==> config.mk <==
export PLATFORM = sky130hd
export DESIGN_NAME = output_serializer
export DESIGN_NICKNAME = d
export VERILOG_FILES = /design/src/rtl/output_serializer.sv
export SDC_FILE = /design/constraint.sdc
export NUM_CORES = 1
export LEC_CHECK = 0
export ABC_AREA = 1
export CORE_MARGIN = 2
export CORE_UTILIZATION = 63
export DETAILED_ROUTE_END_ITERATION = 7
export GPL_ROUTABILITY_DRIVEN = 0
export GPL_TIMING_DRIVEN = 0
export HOLD_SLACK_MARGIN = 0.1
export PLACE_DENSITY = 0.95
export SYNTH_ARGS = -nofsm -noshare
export SYNTH_HDL_FRONTEND = slang
export SYNTH_SLANG_ARGS = --single-unit
==> constraint.sdc <==
create_clock -name sClk -period 3.9 [get_ports sClk]
set_input_delay 0.78 -clock sClk [delete_from_list [all_inputs] [get_ports sClk]]
set_output_delay 0.78 -clock sClk [all_outputs]
set_load 0.02 [all_outputs]
==> src/rtl/output_serializer.sv <==
// Pairs left/right ALU samples and shifts them out MSB-first with a frame-valid strobe.
// Optional sticky overrun flag port `ovf` when SER_OVF_FLAG_EN is defined.
module output_serializer #(
  parameter int unsigned W = 40
) (
  input  logic         sClk,
  input  logic         reset,
  input  logic         start,
  input  logic         yL_Ready,
  input  logic [W-1:0] yL,
  input  logic         yR_Ready,
  input  logic [W-1:0] yR,
  output logic         OutReady,
  output logic         OutputL,
`ifdef SER_OVF_FLAG_EN
  output logic         OutputR,
  output logic         ovf
`else
  output logic         OutputR
`endif
);

  localparam int unsigned CW = (W > 1) ? $clog2(W) : 1;
  localparam logic [CW-1:0] CNT_LAST = CW'(W - 1);

  typedef enum logic {S_IDLE, S_SHIFT} state_t;

  state_t        state, state_n;
  logic [W-1:0]  capL, capR, pendL, pendR, shL, shR;
  logic [W-1:0]  srcL_c, srcR_c;
  logic          fullL, fullR, pend_full;
  logic [CW-1:0] cnt;
  logic          pair_c, finish_c, load_c, load_pend_c;
  logic          cap_to_sh_c, cap_to_pend_c, cap_take_c;

  // Serial bits come straight off the shifter MSBs; the shifter is cleared when idle.
  assign OutputL = shL[W-1];
  assign OutputR = shR[W-1];

  // Pair routing and next-state decode.
  always_comb begin
    state_n       = state;
    pair_c        = fullL & fullR;
    finish_c      = (state == S_SHIFT) && (cnt == CNT_LAST);
    load_c        = ((state == S_IDLE) || finish_c) && (pend_full || pair_c);
    load_pend_c   = load_c && pend_full;
    cap_to_sh_c   = load_c && !pend_full;
    cap_to_pend_c = pair_c && !cap_to_sh_c && (!pend_full || load_pend_c);
    cap_take_c    = cap_to_sh_c || cap_to_pend_c;
    srcL_c        = pend_full ? pendL : capL;
    srcR_c        = pend_full ? pendR : capR;
    case (state)
      S_IDLE:  if (load_c) state_n = S_SHIFT;
      S_SHIFT: if (finish_c && !load_c) state_n = S_IDLE;
      default: state_n = S_IDLE;
    endcase
  end

  always_ff @(posedge sClk or negedge reset) begin
    if (!reset) begin
      state    <= S_IDLE;
      OutReady <= 1'b0;
    end else if (start) begin
      state    <= S_IDLE;
      OutReady <= 1'b0;
    end else begin
      state    <= state_n;
      OutReady <= (state_n == S_SHIFT);
    end
  end

  always_ff @(posedge sClk or negedge reset) begin
    if (!reset) begin
      capL      <= '0;
      capR      <= '0;
      fullL     <= 1'b0;
      fullR     <= 1'b0;
      pendL     <= '0;
      pendR     <= '0;
      pend_full <= 1'b0;
      shL       <= '0;
      shR       <= '0;
      cnt       <= '0;
    end else if (start) begin
      capL      <= '0;
      capR      <= '0;
      fullL     <= 1'b0;
      fullR     <= 1'b0;
      pendL     <= '0;
      pendR     <= '0;
      pend_full <= 1'b0;
      shL       <= '0;
      shR       <= '0;
      cnt       <= '0;
    end else begin
      // A strobe always wins the capture slot, even as its old pair moves out.
      if (yL_Ready) begin
        capL  <= yL;
        fullL <= 1'b1;
      end else if (cap_take_c) begin
        fullL <= 1'b0;
      end
      if (yR_Ready) begin
        capR  <= yR;
        fullR <= 1'b1;
      end else if (cap_take_c) begin
        fullR <= 1'b0;
      end

      if (cap_to_pend_c) begin
        pendL     <= capL;
        pendR     <= capR;
        pend_full <= 1'b1;
      end else if (load_pend_c) begin
        pend_full <= 1'b0;
      end

      if (load_c) begin
        shL <= srcL_c;
        shR <= srcR_c;
        cnt <= '0;
      end else if (finish_c) begin
        shL <= '0;
        shR <= '0;
        cnt <= '0;
      end else if (state == S_SHIFT) begin
        shL <= shL << 1;
        shR <= shR << 1;
        cnt <= cnt + CW'(1);
      end
    end
  end

`ifdef SER_OVF_FLAG_EN
  logic ovr_c;
  assign ovr_c = ((yL_Ready && fullL) || (yR_Ready && fullR)) && !cap_take_c;

  always_ff @(posedge sClk or negedge reset) begin
    if (!reset)      ovf <= 1'b0;
    else if (start)  ovf <= 1'b0;
    else if (ovr_c)  ovf <= 1'b1;
  end
`endif

endmodule

==> reports/qor.txt, run 1 <==
status -> complete, no violations
post-synth cell types -> 25
# IOs -> 88
Net Sw Frac -> 25.18%
async set or reset register ratio after synthesis -> 100.0%
CTS clk-pin slew, worst paths -> 60 ps
Final nets -> 1658
Max Cap Viol -> 0
initial antenna violation count -> 0
kind of critical path -> in -> reg
fmax -> 389.6 MHz
CORE AREA -> 18020 sq um
deepest clock path buffer count -> 3
width of the die -> 139.8 microns
slew margin rel. -> 45.10%
initial core utilization -> 64.48%
Syn Inst Count -> 1458
Setup TNS -> 0 ps
min cycle time layout -> 2567 ps
Hold Fails Final Rpt -> 0
first-pass GRT wire length -> 51840 microns
final core utilization -> 75.58%
hold buffer count at cts -> 0
final instance area -> 13620 sq um
Worst EP arrival -> 3030 ps
Worst Path Required -> 4360 ps
r2r worst-path depth -> 10
Leakage -> 0.007032 uW
reg2reg end -> shL[16]$_DFFE_PN0P_
total gr overflow -> 0
switching power -> 1435 uW
Synth warnings -> 0
Pint -> 4264 uW
post_cts resized -> 0
pin count of the biggest net entering global routing -> 94
share of layout cells above drive strength 1 -> 7.363%
syn nets -> 1544
P&R area growth vs syn -> 17.21%
clock root buffer -> clkbuf_16
Port-buffer cells -> 85
largest area contributor in the netlist -> dfrtp_1
top-count cell post-synth -> nand2_1
diode count -> 0
Final Total Pwr -> 5699 uW
Crit Path Max Fanout -> 10
Die ar. -> 19550 sq um
startpoint type of the worst setup path -> primary input
total number of vias -> 10830
Reg-to-Reg Start -> cnt[1]$_DFFE_PN0P_
met3 Track Usage GR -> 6.469%
Synth Cell Area -> 11620 sq um
WL final -> 31420 microns
peak supply drop -> 0.4209 mV
Hold Crit Class -> in -> async
commonest cells in the netlist -> 490 x nand2_1, 250 x dfrtp_1, 245 x nand3_1, 203 x o21ai_0, 88 x inv_1
met1 Usage GRT -> 42.64%
post-synthesis average cell area -> 7.971 sq um
Comb power frac -> 10.6%
placed cell area -> 12820 sq um
H-tree Lvls -> 1
# rows -> 49
clock network fraction of total power -> 42.1%
CTS tree -> done
DIE HEIGHT -> 139.8 microns
vias in the first global route -> 10740
Avg WL per Cell -> 17.28 microns
post-DR vias/cell -> 5.957
RSZ-0062 raised after global routing -> false
met2 Use GR -> 53.56%
worst reg2reg setup slack -> 1820 ps
# DRC -> 0
prevailing post-synth register cell -> dfrtp_1
DP Wirelength -> 20510 microns
worst hold slack -> 270.7 ps
final slew viol count -> 0
Post-CTS Setup Bufs -> 0
Critical Path End Type -> flop
Total GRT Usage -> 32.31%
Seq/Total Area, Yosys -> 53.83%
Layout Skew -> 8.878 ps
drt pass-1 iters -> 6
pwr dens -> 418.3 nW/um^2
number of flops mapped to enable cells by yosys -> 0
Reg power frac -> 47.4%
CTS Buf Count -> 25
CTS Sinks -> 250
Synth top area share -> 53.83%
largest cells by area after synthesis -> dfrtp_1 54%, nand2_1 16%, nand3_1 11%
Setup violations, final -> 0
initial drt markers -> 1263
Final ANT Viol Nets -> 0
Slew @ Worst Pin -> 823.5 ps
fillers -> 1224
final period utilization -> 65.81%
Top Usage Layer GRT -> met2
Worst-Skew Late Latency -> 530 ps
#FFs+latches synth -> 250
[power groups by stage]
stage          combinational, uW  sequential [uW]  clock [uW]
6_report                     603             2700        2400
5_1_grt                      663             2700        2500
4_1_cts                      594             2700        2400
3_5_place_dp                 584             2740           0
3_3_place_gp                 557             2740           0
2_1_floorplan                313             2730           0
[cell usage in the layout, fill, tap and decap left out, types with 2 or more instances in the layout]
cell type	n
buf_2	53
nand2_1	490
clkbuf_8	5
o21ai_0	203
or2_2	2
clkdlybuf4s50_1	84
clkbuf_1	44
a21oi_1	7
buf_1	12
inv_1	88
nor2_1	5
nand3_2	2
buf_6	10
o31ai_1	2
o21ai_1	36
nand2_2	5
buf_16	2
clkinv_2	3
inv_2	4
dfrtp_1	250
clkbuf_16	25
nand3_1	245
nor2_2	2
bufinv_16	2
[how the worst max path moves through the flow]
stage                    start              endpoint  slack (ps)  depth (start not counted)
2_1_floorplan            start  pendL[0]$_DFFE_PN0P_        2270                          5
3_5_place_dp             start  pendR[8]$_DFFE_PN0P_         920                          6
5_1_grt                  start  pendR[8]$_DFFE_PN0P_        1160                          6
4_1_cts        state$_DFF_PN0_              OutReady        1440                          1
6_report                 start  pendR[7]$_DFFE_PN0P_        1330                          6
3_3_place_gp             reset   capL[7]$_DFFE_PN0P_       -8040                          1
[kinds of logic (layout without fill, tap and decap cells)]
kind of cell / after synthesis / after routing / synth area share, %
xor gates and xnor gates: 1 / 1 / 0.07537
AOI/OAI and AO/OA: 251 / 251 / 10.92
and+or+nand+nor: 753 / 753 / 27.33
DFF: 250 / 250 / 53.83
adders and majority gates: 1 / 1 / 0.1076
buffers and inverters: 202 / 333 / 7.740
[final cells by class]
type	instances	area, sq um	area share (%)
tap	229	286.5	2.103
clock buffer	39	728.2	5.345
buffer	110	554.3	4.069
clock inverter	5	75.07	0.5511
multi-input combinational	1006	4467	32.79
sequential	250	6256	45.92
timing repair buffer	87	910.9	6.686
inverter	92	345.3	2.535
[state kept, by name, indices dropped and copies added (netlist names), 6 cells and up]
register  cells
shL          40
pendL        40
capL         40
cnt           6
pendR        40
shR          40
capR         40
[through the flow]
stage                     setup WS [ps]  instances
after global routing               1164       1818
after floorplan                    2267       1458
after global placement            -8044       1772
after detailed placement          919.5       1774
final                              1333       1818
after CTS                          1441       1818
[layer usage]
metal  vias up  routed length [microns]
met5         -                        0
met4         0                     1023
met3        99                     2913
met2       609                    15160
met1      5164                    12320
li1       4957                        -
[worst max-delay path, cell delays in order]
cell	delay, ps
clkdlybuf4s50_1	650
inv_1	240
clkbuf_1	650
clkbuf_1	450
nand3_1	150
nand2_1	100
Power figures use the tool's default switching activity.
==> inputs of run 2 (changes only) <==
Settings changed: CORE_UTILIZATION 63 to 59, PLACE_DENSITY 0.95 to 0.9.
Clock period 3.9 ns to 2.55 ns, I/O delays scaled along.
==> run 2 against run 1 <==
Effect of this change:
- register-to-register slack worse by 1300 ps
- clock skew increased by 2.5 ps
- final cell count up 2.1%
- largest power group unchanged
- largest cell class unchanged
- sequential power is 53% higher
- highest routed layer unchanged
==> reports/qor.txt, run 2 (same netlist as run 1, synthesis figures left out) <==
CTS Sinks -> 250 (unchanged)
Avg WL per Cell -> 16.21 microns (-6.2%)
DP Wirelength -> 19840 microns (-3.3%)
pwr dens -> 652.6 nW/um^2 (+56%)
post-DR vias/cell -> 5.661 (-5.0%)
hold buffer count at cts -> 0 (unchanged)
reg2reg end -> shL[27]$_DFFE_PN0P_
worst reg2reg setup slack -> 490 ps (-1330 ps)
status -> complete, no violations
Post-Place Worst Slack -> -53.53 ps (-973.0 ps)
r2r worst-path depth -> 10 (unchanged)
Critical Path End Type -> flop
worst-path cell chain -> clkdlybuf4s50_1 > inv_1 > clkbuf_1 > clkbuf_1 > nand3_1 > nand2_1
first-pass GRT wire length -> 48720 microns (-6.0%)
Post-CTS Setup Bufs -> 0 (unchanged)
commonest non-fill, non-tap cell in the layout -> nand2_1
Total GRT Usage -> 29.24% (-3.1 points)
CORE AREA -> 19400 sq um (+7.6%)
Crit Path Max Fanout -> 10 (unchanged)
DIE HEIGHT -> 144.4 microns (+3.2%)
Worst-Skew Late Latency -> 530 ps (about the same)
total gr overflow -> 0 (unchanged)
Port-buffer cells -> 85 (unchanged)
Max Cap Viol -> 0 (unchanged)
vias in the first global route -> 10310 (-4.0%)
slew margin rel. -> 40.31% (-4.8 points)
Hold Crit Class -> in -> async
Reg-to-Reg Start -> cnt[1]$_DFFE_PN0P_
most used cell, CP -> clkbuf_1
peak supply drop -> 0.6091 mV (+45%)
# IOs -> 88 (unchanged)
Slew @ Worst Pin -> 895.4 ps (+71.87 ps)
P&R area growth vs syn -> 18.04%
CTS Buf Count -> 26 (+4.0%)
kind of critical path -> in -> reg
Worst path max stage delay -> 620 ps (-30 ps)
Final ANT Viol Nets -> 0 (unchanged)
final worst slack -> 358.9 ps (-974.6 ps)
final instance area -> 13720 sq um (+0.71%)
placed cell area -> 12840 sq um (+0.14%)
WL final -> 30090 microns (-4.2%)
post_cts resized -> 0 (unchanged)
Die ar. -> 20840 sq um (+6.6%)
Layout Skew -> 11.41 ps (+2.528 ps)
final period utilization -> 85.93%
initial core utilization -> 59.91% (-4.6 points)
fillers -> 1469 (+20%)
CTS clk-pin slew, worst paths -> 60 ps (about the same)
CTS tree -> done
share of layout cells above drive strength 1 -> 7.605% (+0.24 points)
startpoint type of the worst setup path -> primary input
clock root buffer -> clkbuf_16
diode count -> 0 (unchanged)
Setup violations, final -> 0 (unchanged)
total number of vias -> 10510 (-3.0%)
H-tree Lvls -> 1 (unchanged)
initial drt markers -> 1314 (+4.0%)
# rows -> 51 (+4.1%)
min cycle time layout -> 2191 ps
pin count of the biggest net entering global routing -> 129 (+37%)
Worst Path Required -> 3010 ps (-1350 ps)
width of the die -> 144.4 microns (+3.2%)
Final Total Pwr -> 8954 uW (+57%)
fmax -> 456.4 MHz
most frequent cells in the layout -> 490 x nand2_1, 250 x dfrtp_1, 245 x nand3_1
final slew viol count -> 0 (unchanged)
initial antenna violation count -> 0 (unchanged)
cell at the slowest stage of the critical path -> clkdlybuf4s50_1
drt pass-1 iters -> 6 (unchanged)
Worst EP arrival -> 2650 ps (-380 ps)
Final nets -> 1658 (unchanged)
Hold Fails Final Rpt -> 0 (unchanged)
final core utilization -> 70.72% (-4.9 points)
RSZ-0062 raised after global routing -> false
# DRC -> 0 (unchanged)
Leakage -> 0.007053 uW (+0.30%)
deepest clock path buffer count -> 3 (unchanged)
==> run 2: cell count changes in the layout (fill, tap and decap cells not counted) <==
| cell | before | now |
|---|---|---|
| clkbuf_1 | 44 | 42 |
| clkbuf_8 | 5 | 4 |
| clkinvlp_4 | 0 | 2 |
| clkbuf_16 | 25 | 27 |
| clkinv_2 | 3 | 4 |
| buf_16 | 2 | 1 |
| bufinv_16 | 2 | 3 |
==> run 2: how the worst max path moves through the flow <==
stage	from	end	slack, ps	cells past startpoint
2_1_floorplan	cnt[0]$_DFFE_PN0P_	shR[28]$_DFFE_PN0P_	960	10
3_3_place_gp	reset	capL[6]$_DFFE_PN0P_	-9200	1
3_5_place_dp	start	pendL[9]$_DFFE_PN0P_	-50	6
4_1_cts	state$_DFF_PN0_	OutReady	360	1
5_1_grt	start	pendL[12]$_DFFE_PN0P_	250	6
6_report	start	pendR[4]$_DFFE_PN0P_	360	6
==> run 2: power breakdown <==
group	internal (uW)	switching, uW
clock network	2360	1570
registers	4070	59.0
logic	298	608
total	6720	2230
==> run 2: layer usage <==
metal	vias up	global-route usage, %	part of all wire [%]
met3	91	5.430	9.0
met1	4960	38.74	41
met2	502	48.47	47
met5	-	0	0
met4	0	10.83	3.3
li1	4954	-	-
==> run 2: area by class of cell <==
class / count / area [sq um] / area share, %
flip-flops and latches: 250 / 6256 / 45.60
multi-input cells: 1006 / 4467 / 32.56
repair buffers: 86 / 883.3 / 6.439
clock buffers: 38 / 757.0 / 5.518
plain buffers: 110 / 554.3 / 4.040
inverters: 92 / 345.3 / 2.517
well taps: 265 / 331.6 / 2.417
clock inverters: 9 / 125.1 / 0.9120
==> run 2: per-stage QoR <==
step / instances / hold WS, ps / TNS [ps]
finish: 1856 / 78.31 / 0
CTS: 1856 / 108.0 / 0
floorplan: 1458 / 214.4 / 0
global route: 1856 / 146.3 / 0
detailed placement: 1809 / 465.0 / -486.3
global placement: 1808 / 460.8 / -2296250
==> run 2: worst max-delay path: cells and delay by family <==
family	cells	cell delay [ps]
AND/OR/NAND/NOR	2	280
buffers and inverters	4	1850
==> inputs of run 3 (changes only) <==
Settings changed: SLEW_MARGIN from default to 10.
==> run 3 against run 2 <==
Effect of this change:
- worst setup slack worse by 24 ps
- sequential share of layout area about the same
- non-clock buffer count rose by 2
- critical path type unchanged
- critical endpoint is now pendR[34]$_DFFE_PN0P_
- highest routed layer unchanged
==> reports/qor.txt, run 3 (same netlist as run 1, synthesis figures left out) <==
min cycle time layout -> 2216 ps (+24.40 ps)
cell at the slowest stage of the critical path -> clkdlybuf4s50_1
kind of critical path -> in -> reg
total gr overflow -> 0 (unchanged)
CORE AREA -> 19400 sq um (unchanged)
clock root buffer -> clkbuf_16
critical path's top delay family -> buffers and inverters
area of the multi-input gates -> 4467 sq um (unchanged)
Min-Delay Endpoint -> capL[0]$_DFFE_PN0P_
slew margin rel. -> 54.86% (+15 points)
vias in the first global route -> 10290 (-0.22%)
Crit Path Max Fanout -> 10 (unchanged)
Hold Path Stages -> 3
# DRC -> 0 (unchanged)
CTS clk-pin slew, worst paths -> 60 ps (about the same)
placed cell area -> 12860 sq um (+0.21%)
deepest clock path buffer count -> 3 (unchanged)
sequential cell area -> 6256 sq um (unchanged)
Slew @ Worst Pin -> 677.2 ps (-218.2 ps)
Setup TNS -> 0 ps (unchanged)
CTS tree -> done
worst reg2reg setup slack -> 510 ps (+20 ps)
reg2reg end -> shR[10]$_DFFE_PN0P_
DIE HEIGHT -> 144.4 microns (unchanged)
Buf/Inv on CP -> 4 (unchanged)
pwr dens -> 642.3 nW/um^2 (-1.6%)
# rows -> 51 (unchanged)
Worst Path Required -> 3010 ps (about the same)
Pint -> 6590 uW (-2.0%)
peak supply drop -> 0.5694 mV (-6.5%)
final period utilization -> 86.88% (+0.96 points)
r2r worst-path depth -> 10 (unchanged)
RSZ-0062 raised after global routing -> false
switching power -> 2220 uW (-0.53%)
Layout Skew -> 12.15 ps (+0.7438 ps)
diode count -> 0 (unchanged)
Comb power frac -> 10.4% (+0.3 points)
Port-buffer cells -> 85 (unchanged)
Setup violations, final -> 0 (unchanged)
total number of vias -> 10570 (+0.61%)
initial core utilization -> 59.91% (unchanged)
width of the die -> 144.4 microns (unchanged)
fmax -> 451.4 MHz (-1.1%)
fillers -> 1454 (-1.0%)
status -> complete, no violations
share of layout cells above drive strength 1 -> 7.610% (about the same)
Max Cap Viol -> 0 (unchanged)
Worst-Skew Late Latency -> 530 ps (about the same)
clock network fraction of total power -> 42.8% (-1.0 points)
Worst path max stage delay -> 630 ps (about the same)
Final nets -> 1660 (+0.12%)
Die ar. -> 20840 sq um (unchanged)
WL final -> 30180 microns (+0.30%)
initial drt markers -> 1071 (-18%)
commonest non-fill, non-tap cell in the layout -> nand2_1
Reg power frac -> 46.8% (+0.7 points)
CTS Buf Count -> 26 (unchanged)
pin count of the biggest net entering global routing -> 119 (-7.8%)
Worst EP arrival -> 2680 ps (+30 ps)
Post-CTS Setup Bufs -> 0 (unchanged)
startpoint type of the worst setup path -> primary input
post-DR vias/cell -> 5.699 (+0.66%)
Leakage -> 0.007060 uW (about the same)
drt pass-1 iters -> 7 (+1)
most frequent cells in the layout -> 490 x nand2_1, 250 x dfrtp_1, 245 x nand3_1
Hold Fails Final Rpt -> 0 (unchanged)
min-delay src -> yL_Ready
initial antenna violation count -> 0 (unchanged)
Reg-to-Reg Start -> cnt[1]$_DFFE_PN0P_
Hold Crit Class -> in -> reg
CTS Sinks -> 250 (unchanged)
DP Wirelength -> 20050 microns (+1.1%)
first-pass GRT wire length -> 48810 microns (+0.18%)
final slew viol count -> 0 (unchanged)
Avg WL per Cell -> 16.27 microns (+0.35%)
P&R area growth vs syn -> 18.01% (about the same)
Critical Path End Type -> flop
worst-path cell chain -> clkdlybuf4s50_1 > inv_1 > clkbuf_1 > clkbuf_1 > nand3_1 > nand2_1
final instance area -> 13720 sq um (about the same)
Final ANT Viol Nets -> 0 (unchanged)
post_cts resized -> 0 (unchanged)
worst hold slack -> 415.8 ps (+337.5 ps)
H-tree Lvls -> 1 (unchanged)
# IOs -> 88 (unchanged)
Total GRT Usage -> 29.44% (+0.20 points)
Net Sw Frac -> 25.20% (+0.27 points)
most used cell, CP -> clkbuf_1
run 3: layout make-up:
| class | instances | area share, % |
|---|---|---|
| Clock inverter | 9 | 0.7663 |
| Multi-Input combinational cell | 1006 | 32.57 |
| Tap cell | 265 | 2.417 |
| Clock buffer | 35 | 5.364 |
| Buffer | 110 | 4.041 |
| Timing Repair Buffer | 88 | 6.714 |
| Inverter | 92 | 2.518 |
| Sequential cell | 250 | 45.61 |
run 3: routing by layer:
layer | up-vias | GRT usage, % | wire length, microns
met5 | - | 0 | 0
met4 | 0 | 11.80 | 1132
met3 | 95 | 6.291 | 2457
met2 | 473 | 48.14 | 14070
met1 | 5047 | 38.65 | 12520
li1 | 4956 | - | -
run 3: repair_timing:
action | 4_1_cts | 5_1_grt
hold endpoints to repair | 32 | 0
endpoints found under the setup margin | 0 | 0
hold buffers | 1 | 0
run 3: how the worst max path moves through the flow:
stage	startpoint	end	slack [ps]	cells past startpoint
after global placement	reset	capL[6]$_DFFE_PN0P_	-9200	1
after detailed placement	start	pendL[11]$_DFFE_PN0P_	-50	6
after floorplan	cnt[0]$_DFFE_PN0P_	shR[28]$_DFFE_PN0P_	960	10
final	start	pendR[34]$_DFFE_PN0P_	330	6
after CTS	state$_DFF_PN0_	OutReady	360	1
after global routing	start	pendL[12]$_DFFE_PN0P_	280	6
run 3: through the flow:
step | instances | util [%] | worst slack, ps | total power (uW)
after floorplan | 1458 | - | 960.0 | 4662
after global placement | 1808 | 66.01 | -9203 | 5055
after detailed placement | 1810 | 66.32 | -53.28 | 5084
after CTS | 1855 | 70.70 | 363.4 | 8813
after global routing | 1855 | 70.70 | 279.7 | 9100
final | 1855 | 70.70 | 334.5 | 8810
run 3: power by group through the flow:
stage          combinational [uW]  clock, uW  sequential (uW)
2_1_floorplan                 479          0             4180
3_3_place_gp                  860          0             4200
3_5_place_dp                  891          0             4190
4_1_cts                       906       3780             4120
5_1_grt                      1010       3950             4130
6_report                      915       3770             4130
run 3: tightest hold or removal path, delay by kind of cell:
kind / cells / cell delay, ps
AO/OA/AOI/OAI: 1 / 80
buffers and inverters: 1 / 170
AND/OR/NAND/NOR: 1 / 130
